<file path="src/rtl/buffer_uart_tx_pkg.sv">
// Shared definitions for the buffer-to-UART bridge: state encodings, UART frame constants
// and the word width shared with the sample buffer.
package buffer_uart_tx_pkg;

  localparam int DEFAULT_DATA_WIDTH = 32;

  localparam int   BITS_PER_BYTE = 8;
  localparam logic START_BIT     = 1'b0;
  localparam logic STOP_BIT      = 1'b1;

  localparam logic [2:0] ST_IDLE   = 3'd0;
  localparam logic [2:0] ST_FETCH  = 3'd1;
  localparam logic [2:0] ST_GUARD  = 3'd2;
  localparam logic [2:0] ST_START  = 3'd3;
  localparam logic [2:0] ST_DATA   = 3'd4;
  localparam logic [2:0] ST_STOP   = 3'd5;
  localparam logic [2:0] ST_PARITY = 3'd6;
  localparam logic [2:0] ST_SEND   = 3'd7;

  // Word-level sequencing; W_SEND covers the whole time the byte transmitter is busy.
  typedef enum logic [2:0] {
    W_IDLE  = ST_IDLE,
    W_FETCH = ST_FETCH,
    W_GUARD = ST_GUARD,
    W_SEND  = ST_SEND
  } word_state_e;

  typedef enum logic [2:0] {
    B_IDLE   = ST_IDLE,
    B_START  = ST_START,
    B_DATA   = ST_DATA,
    B_PARITY = ST_PARITY,
    B_STOP   = ST_STOP
  } byte_state_e;

  // Even parity: the extra bit makes the total count of ones even.
  function automatic logic even_parity(input logic [BITS_PER_BYTE-1:0] b);
    return ^b;
  endfunction

endpackage

</file>
<file path="src/rtl/buffer_uart_tx_uart_byte_tx.sv">
// Single-byte UART transmitter (8N1, or 8E1 when UART_PARITY_EN is defined).
// A start request on the last stop-bit cycle chains the next frame with no idle gap.
module uart_byte_tx
  import buffer_uart_tx_pkg::*;
#(
  parameter int CLKS_PER_BIT = 868,
  parameter int CNT_W        = 10
) (
  input  logic                     clk,
  input  logic                     rst,
  input  logic                     start,
  input  logic [BITS_PER_BYTE-1:0] data,
  output logic                     byte_done,
  output logic                     tx
);

  localparam int               BIT_IDX_W = $clog2(BITS_PER_BYTE);
  localparam logic [CNT_W-1:0] LAST_CNT  = CNT_W'(CLKS_PER_BIT - 1);
  localparam logic [BIT_IDX_W-1:0] LAST_BIT = BIT_IDX_W'(BITS_PER_BYTE - 1);

  byte_state_e              state_q, state_d;
  logic [CNT_W-1:0]         cnt_q, cnt_d;
  logic [BIT_IDX_W-1:0]     bit_idx_q, bit_idx_d;
  logic [BITS_PER_BYTE-1:0] data_q, data_d;
  logic                     tx_q, tx_d;
  logic                     last_tick;

  assign last_tick = (cnt_q == LAST_CNT);

  // NOTE: every signal written here gets a default first, so no path leaves it unassigned and no latch is inferred.
  always_comb begin
    state_d   = state_q;
    bit_idx_d = bit_idx_q;
    data_d    = data_q;
    byte_done = 1'b0;

    case (state_q)
      B_IDLE: begin
        if (start) begin
          data_d  = data;
          state_d = B_START;
        end
      end
      B_START: begin
        if (last_tick) begin
          bit_idx_d = '0;
          state_d   = B_DATA;
        end
      end
      B_DATA: begin
        if (last_tick) begin
          if (bit_idx_q == LAST_BIT) begin
`ifdef UART_PARITY_EN
            state_d = B_PARITY;
`else
            state_d = B_STOP;
`endif
          end else begin
            bit_idx_d = bit_idx_q + 1'b1;
          end
        end
      end
      B_PARITY: begin
        if (last_tick) state_d = B_STOP;
      end
      B_STOP: begin
        if (last_tick) begin
          byte_done = 1'b1;
          if (start) begin
            data_d  = data;
            state_d = B_START;
          end else begin
            state_d = B_IDLE;
          end
        end
      end
      default: state_d = B_IDLE;
    endcase

    // Counter reloads on every state entry and on every bit boundary inside DATA.
    if (state_q == B_IDLE || last_tick) cnt_d = '0;
    else                                cnt_d = cnt_q + 1'b1;

    // Line level is registered from the next state so tx never glitches.
    case (state_d)
      B_START:  tx_d = START_BIT;
      B_DATA:   tx_d = data_d[bit_idx_d];
      B_PARITY: tx_d = even_parity(data_d);
      default:  tx_d = STOP_BIT;
    endcase
  end

  // NOTE: non-blocking assignments make every flop update from pre-edge values, independent of statement order.
  always_ff @(posedge clk or negedge rst) begin
    if (!rst) begin
      state_q   <= B_IDLE;
      cnt_q     <= '0;
      bit_idx_q <= '0;
      data_q    <= '0;
      tx_q      <= STOP_BIT;
    end else begin
      state_q   <= state_d;
      cnt_q     <= cnt_d;
      bit_idx_q <= bit_idx_d;
      data_q    <= data_d;
      tx_q      <= tx_d;
    end
  end

  assign tx = tx_q;

endmodule

</file>
<file path="src/rtl/buffer_uart_tx.sv">
// Pops words from the sample buffer and sends each as DATA_WIDTH/8 UART frames, MSB byte first.
// Build option: define UART_PARITY_EN for 8E1 frames instead of 8N1.
module buffer_uart_tx
  import buffer_uart_tx_pkg::*;
#(
  parameter int DATA_WIDTH   = DEFAULT_DATA_WIDTH,
  parameter int CLKS_PER_BIT = 868,
  parameter int CNT_W        = 10
) (
  input  logic                  clk,
  input  logic                  rst,
  input  logic [DATA_WIDTH-1:0] word_in,
  input  logic                  word_valid,
  output logic                  word_read,
  output logic                  tx,
  output logic                  busy,
  output logic [15:0]           words_sent
);

  localparam int NUM_BYTES  = DATA_WIDTH / BITS_PER_BYTE;
  localparam int BYTE_IDX_W = (NUM_BYTES > 1) ? $clog2(NUM_BYTES) : 1;
  localparam logic [BYTE_IDX_W-1:0] LAST_BYTE = BYTE_IDX_W'(NUM_BYTES - 1);

  word_state_e           state_q, state_d;
  logic [DATA_WIDTH-1:0] shreg_q, shreg_d;
  logic [BYTE_IDX_W-1:0] byte_idx_q, byte_idx_d;
  logic                  word_read_q, word_read_d;
  logic                  busy_q, busy_d;
  logic [15:0]           words_sent_q, words_sent_d;

  logic                     byte_start;
  logic                     byte_done;
  logic [BITS_PER_BYTE-1:0] byte_data;

  // The byte transmitter latches the top byte on byte_start, and the word shifts at the same time.
  assign byte_data = shreg_q[DATA_WIDTH-1 -: BITS_PER_BYTE];

  always_comb begin
    state_d      = state_q;
    shreg_d      = shreg_q;
    byte_idx_d   = byte_idx_q;
    word_read_d  = 1'b0;
    busy_d       = busy_q;
    words_sent_d = words_sent_q;
    byte_start   = 1'b0;

    case (state_q)
      W_IDLE: begin
        if (word_valid) begin
          shreg_d     = word_in;
          word_read_d = 1'b1;
          busy_d      = 1'b1;
          byte_idx_d  = '0;
          state_d     = W_FETCH;
        end
      end
      W_FETCH: state_d = W_GUARD;
      // word_valid may still show the popped word here, so it is deliberately not looked at.
      W_GUARD: begin
        byte_start = 1'b1;
        shreg_d    = shreg_q << BITS_PER_BYTE;
        state_d    = W_SEND;
      end
      W_SEND: begin
        if (byte_done) begin
          if (byte_idx_q == LAST_BYTE) begin
            words_sent_d = words_sent_q + 16'd1;
            busy_d       = 1'b0;
            state_d      = W_IDLE;
          end else begin
            byte_idx_d = byte_idx_q + 1'b1;
            byte_start = 1'b1;
            shreg_d    = shreg_q << BITS_PER_BYTE;
          end
        end
      end
      default: state_d = W_IDLE;
    endcase
  end

  always_ff @(posedge clk or negedge rst) begin
    if (!rst) begin
      state_q      <= W_IDLE;
      shreg_q      <= '0;
      byte_idx_q   <= '0;
      word_read_q  <= 1'b0;
      busy_q       <= 1'b0;
      words_sent_q <= '0;
    end else begin
      state_q      <= state_d;
      shreg_q      <= shreg_d;
      byte_idx_q   <= byte_idx_d;
      word_read_q  <= word_read_d;
      busy_q       <= busy_d;
      words_sent_q <= words_sent_d;
    end
  end

  uart_byte_tx #(
    .CLKS_PER_BIT(CLKS_PER_BIT),
    .CNT_W       (CNT_W)
  ) u_byte_tx (
    .clk      (clk),
    .rst      (rst),
    .start    (byte_start),
    .data     (byte_data),
    .byte_done(byte_done),
    .tx       (tx)
  );

  assign word_read  = word_read_q;
  assign busy       = busy_q;
  assign words_sent = words_sent_q;

endmodule

</file>
<file path="config.mk">
export PLATFORM = sky130hd
export DESIGN_NAME = buffer_uart_tx
export DESIGN_NICKNAME = d
export VERILOG_FILES = /design/src/rtl/buffer_uart_tx_pkg.sv /design/src/rtl/buffer_uart_tx_uart_byte_tx.sv /design/src/rtl/buffer_uart_tx.sv
export SDC_FILE = /design/constraint.sdc
export NUM_CORES = 1
export LEC_CHECK = 0
export CAP_MARGIN = 15
export CORE_AREA = 10 10 101 103
export CTS_CLUSTER_DIAMETER = 100
export DETAILED_ROUTE_END_ITERATION = 16
export DIE_AREA = 0 0 111 113
export PLACE_DENSITY = 0.74
export SYNTH_ARGS = -nofsm -noshare
export SYNTH_HDL_FRONTEND = slang
export SYNTH_SLANG_ARGS = --single-unit
</file>
<file path="constraint.sdc">
create_clock -name clk -period 2.2 [get_ports clk]
set_input_delay 0.44 -clock clk [delete_from_list [all_inputs] [get_ports clk]]
set_output_delay 0.44 -clock clk [all_outputs]
set_load 0.005 [all_outputs]
</file>
==> results list <==
- Status: finished, violations left
- Violated checks: setup timing
- For this run, the share of the core covered by cells in the final layout is 70.07%.
- Final Hold Slack: 0.04758 ns
- The clock arrives with 0.007344 ns of skew.
* Most instantiated flip-flop cell in the synthesis netlist: sky130_fd_sc_hd__dfrtp_1
* Cell type with the largest total area after synthesis: sky130_fd_sc_hd__dfrtp_1
* Highest clock rate: 414.6 MHz
- Final global-route overflow total: 0
* Synth warn: 0
- 54 I/O pins were placed.
- Instance area at placement: 4826 um^2
- The number of different library cells used by synthesis comes to 51.
- The tool flagged a number of max-cap violations equal to 0.
* Cell types occupying the most area after synthesis: sky130_fd_sc_hd__dfrtp_1 (50%), sky130_fd_sc_hd__mux2i_1 (6.8%), sky130_fd_sc_hd__nand2_1 (5.5%)
- Largest net degree at the start of global routing: 43
* Worst Setup End Kind: register
- Remaining design rule violation count: 0
- Number of flops mapped to enable cells by yosys: 0
* Width of the die: 111 um
* Max-slew violation count: 0
- Initial standard-cell utilization of the core: 48.56%
* Worst Path Required: 2.46 ns
- Die Height: 113 um
- Leading cell type in the layout, fill and taps excluded: sky130_fd_sc_hd__dfrtp_1
- Antenna diode count: 0
- Counting the fill cells in the layout gives 556.
- In the finished design, the share of the clock period the worst path needs comes to 109.6%.
- Number of antenna violations at the first check in global routing: 0
- Setup violations remaining at the end of the flow were counted as 12.
* Hold Vio Cnt, Final: 0
- First-pass DRT Iterations: 5
- Including well taps, the total number of placed cells is 556.
- Power density relative to cell area: 503.8 nW/um^2
- The clock reaches the later pin of the worst-skew pair after 0.36 ns.
- Number of buffers created by CTS: 9
- Final nets: 530
- Commonest cells after routing, fill and taps aside: sky130_fd_sc_hd__dfrtp_1 (79), sky130_fd_sc_hd__clkdlybuf4s50_1 (52), sky130_fd_sc_hd__buf_4 (43)
* Worst path arrival time: 2.68 ns
- Via count of the first global-routing pass: 3203
- Core Box Area: 8134 um^2
- Path type of the worst min-delay path: in -> async
- Averaged over all synthesized cells, the footprint is 10.29 um^2.
* I/O Buffers: 53
* Synthesized area: 3950 um^2
* Final standard cell count with taps included and fillers excluded: 600
- Time the final worst path needs with I/O delays and setup: 2.412 ns
- Across every metal layer, demand over resource in global routing totals 14.51%.
* Post-detailed-route via-to-cell ratio: 5.472
- Clock Pin Slew Worst Setup and Hold Paths: 0.08 ns
* RSZ-0062 raised after global routing: true
- At the end of routability-driven placement, the weighted congestion stood at 0.8499.
* Maximum buffer depth of the clock tree: 2
* Layout Area Growth over Synthesis: 44.28%
- IR analysis of the VDD net gives a maximum drop of 0.0003233 V.
- After detailed routing, the total wire length is 10660 um.
* Leakage component of the power: 2.407 nW
- Synth top area share: 50.05%
- Once detail routing completed, the nets flagged for antenna violations numbered 0.
- Wire length per cell after detailed routing: 17.77 um
- The detailed router finished its first iteration with 223 violations.
- Vias after detailed routing: 3283
- Half-perimeter wire length of the detailed placement result: 6241 um
* Biggest fanout along the worst timing path: 8
* Flop and latch count out of synthesis: 80
- Measured slew at the worst slew-check pin: 0.5128 ns
- The floorplan has 33 rows.
* Die area: 12540 um^2
* Synth Instances: 384
- Share of flip-flops with an asynchronous set or reset: 100.0%
- The H-tree was split into 3 levels.
- Max-slew headroom: 65.82%
* Startpoint class of the critical path: register
- TritonCTS built the clock tree.
* PnR worst setup slack: -0.2119 ns
- Share of the yosys chip area belonging to registers: 50.71%
- Clock tree synthesis selected as its root buffer the cell sky130_fd_sc_hd__clkbuf_8.
- Layout Cell Area excl Fill: 5699 um^2
- Type of the setup path with the least slack: reg -> reg
- Syn_nets: 423
* Fraction of layout cells with a size suffix above 1: 30.91%
- Wire length of the first global-routing pass: 15610 um
- Clock tree synthesis found a total of 80 sinks.
path summary, 6_finish.rpt:
check / start / slack (ns) / cells past startpoint / endpoint
worst max register to register: u_byte_tx.cnt_q[0]$_DFF_PN0_ / -0.21 / 12 / u_byte_tx.tx$_DFF_PN1_
max in group asynchronous: rst / 1.50 / 2 / u_byte_tx.tx$_DFF_PN1_
worst min-delay path: rst / 0.05 / 1 / u_byte_tx.cnt_q[7]$_DFF_PN0_
min in group clk: words_sent[12]$_DFFE_PN0P_ / 0.49 / 1 / words_sent[12]$_DFFE_PN0P_
worst max-delay path: u_byte_tx.cnt_q[0]$_DFF_PN0_ / -0.21 / 12 / u_byte_tx.tx$_DFF_PN1_
worst min register to register: words_sent[12]$_DFFE_PN0P_ / 0.49 / 1 / words_sent[12]$_DFFE_PN0P_
cell families (layout without fill, tap and decap cells):
kind of cell,Yosys count,count (layout),share of synthesized area (%)
AO/OA/AOI/OAI,72,73,11.40
XOR/XNOR,34,34,7.539
flip-flops,80,80,50.71
AND/OR/NAND/NOR,132,133,17.07
multiplexers,35,35,9.123
adder cells (fa/ha/maj),4,4,1.267
buffers and inverters,27,136,2.883
cell usage after synthesis (9+ instances only):
master	n
sky130_fd_sc_hd__buf_2	10
sky130_fd_sc_hd__and3_1	9
sky130_fd_sc_hd__xnor2_1	24
sky130_fd_sc_hd__nor2_1	21
sky130_fd_sc_hd__nand3_1	11
sky130_fd_sc_hd__nand2_1	58
sky130_fd_sc_hd__o21ai_0	25
sky130_fd_sc_hd__o21ai_1	22
sky130_fd_sc_hd__mux2i_1	27
sky130_fd_sc_hd__dfrtp_1	79
sky130_fd_sc_hd__xor2_1	10
where the power goes:
part | internal, mW | total (mW) | switching (mW)
clock network | 0.746 | 1.31 | 0.561
registers | 1.47 | 1.47 | 0
logic | 0.0567 | 0.0953 | 0.0386
sequential cells by signal, summed over array words and instances (netlist names):
name	cells
shreg_q	32
words_sent	16
u_byte_tx.cnt_q	10
u_byte_tx.data_q	8
state_q	3
u_byte_tx.bit_idx_q	3
u_byte_tx.state_q	3
byte_idx_q	2
busy	1
u_byte_tx.tx	1
word_read	1
layout make-up:
cell class,instances,area (um^2),area share (%)
Clock buffer,9,123.9,2.173
Timing Repair Buffer,112,1150,20.18
Tap cell,105,131.4,2.305
Inverter,9,33.78,0.5928
Multi-Input combinational cell,279,2148,37.69
Clock inverter,6,108.9,1.910
Sequential cell,80,2003,35.15
metal layers:
layer  up-vias  track usage [%]  share of wire [%]
li1       1549                -                  -
met1      1614            17.76                 42
met2       101            23.90                 50
met3        19            4.068                6.6
met4         0            5.295                1.6
met5         -                0                  0
worst max-delay path, stage by stage (launching register included):
cell and delay [ns]:
sky130_fd_sc_hd__dfrtp_1 0.37, sky130_fd_sc_hd__ha_2 0.19, sky130_fd_sc_hd__nor3b_4 0.24, sky130_fd_sc_hd__buf_4 0.15, sky130_fd_sc_hd__buf_4 0.10, sky130_fd_sc_hd__nand3_4 0.09
sky130_fd_sc_hd__buf_4 0.20, sky130_fd_sc_hd__o21ai_2 0.22, sky130_fd_sc_hd__o21ai_4 0.12, sky130_fd_sc_hd__buf_4 0.15, sky130_fd_sc_hd__a211oi_2 0.17, sky130_fd_sc_hd__a21oi_2 0.05
sky130_fd_sc_hd__o41ai_2 0.27
through the flow:
stage	total power, mW	setup TNS [ns]	setup WS [ns]
final	2.871	-0.4690	-0.2119
after global routing	2.961	-3.555	-0.3260
after CTS	2.879	-0.6817	-0.1155
after detailed placement	1.596	-3.766	-0.1970
after global placement	1.595	-0.2192	-0.1125
after floorplan	1.500	-0.06535	-0.06535
what timing repair did:
| item | CTS | global route |
|---|---|---|
| pin swaps | 17 | 32 |
| endpoints found under the hold margin | 0 | 0 |
| gates resized for setup | 20 | 75 |
| hold buffers | 0 | 0 |
| setup buffers | 11 | 8 |
| endpoints found under the setup margin | 45 | 47 |
| cloned | 2 | 8 |
Power figures use the tool's default switching activity.
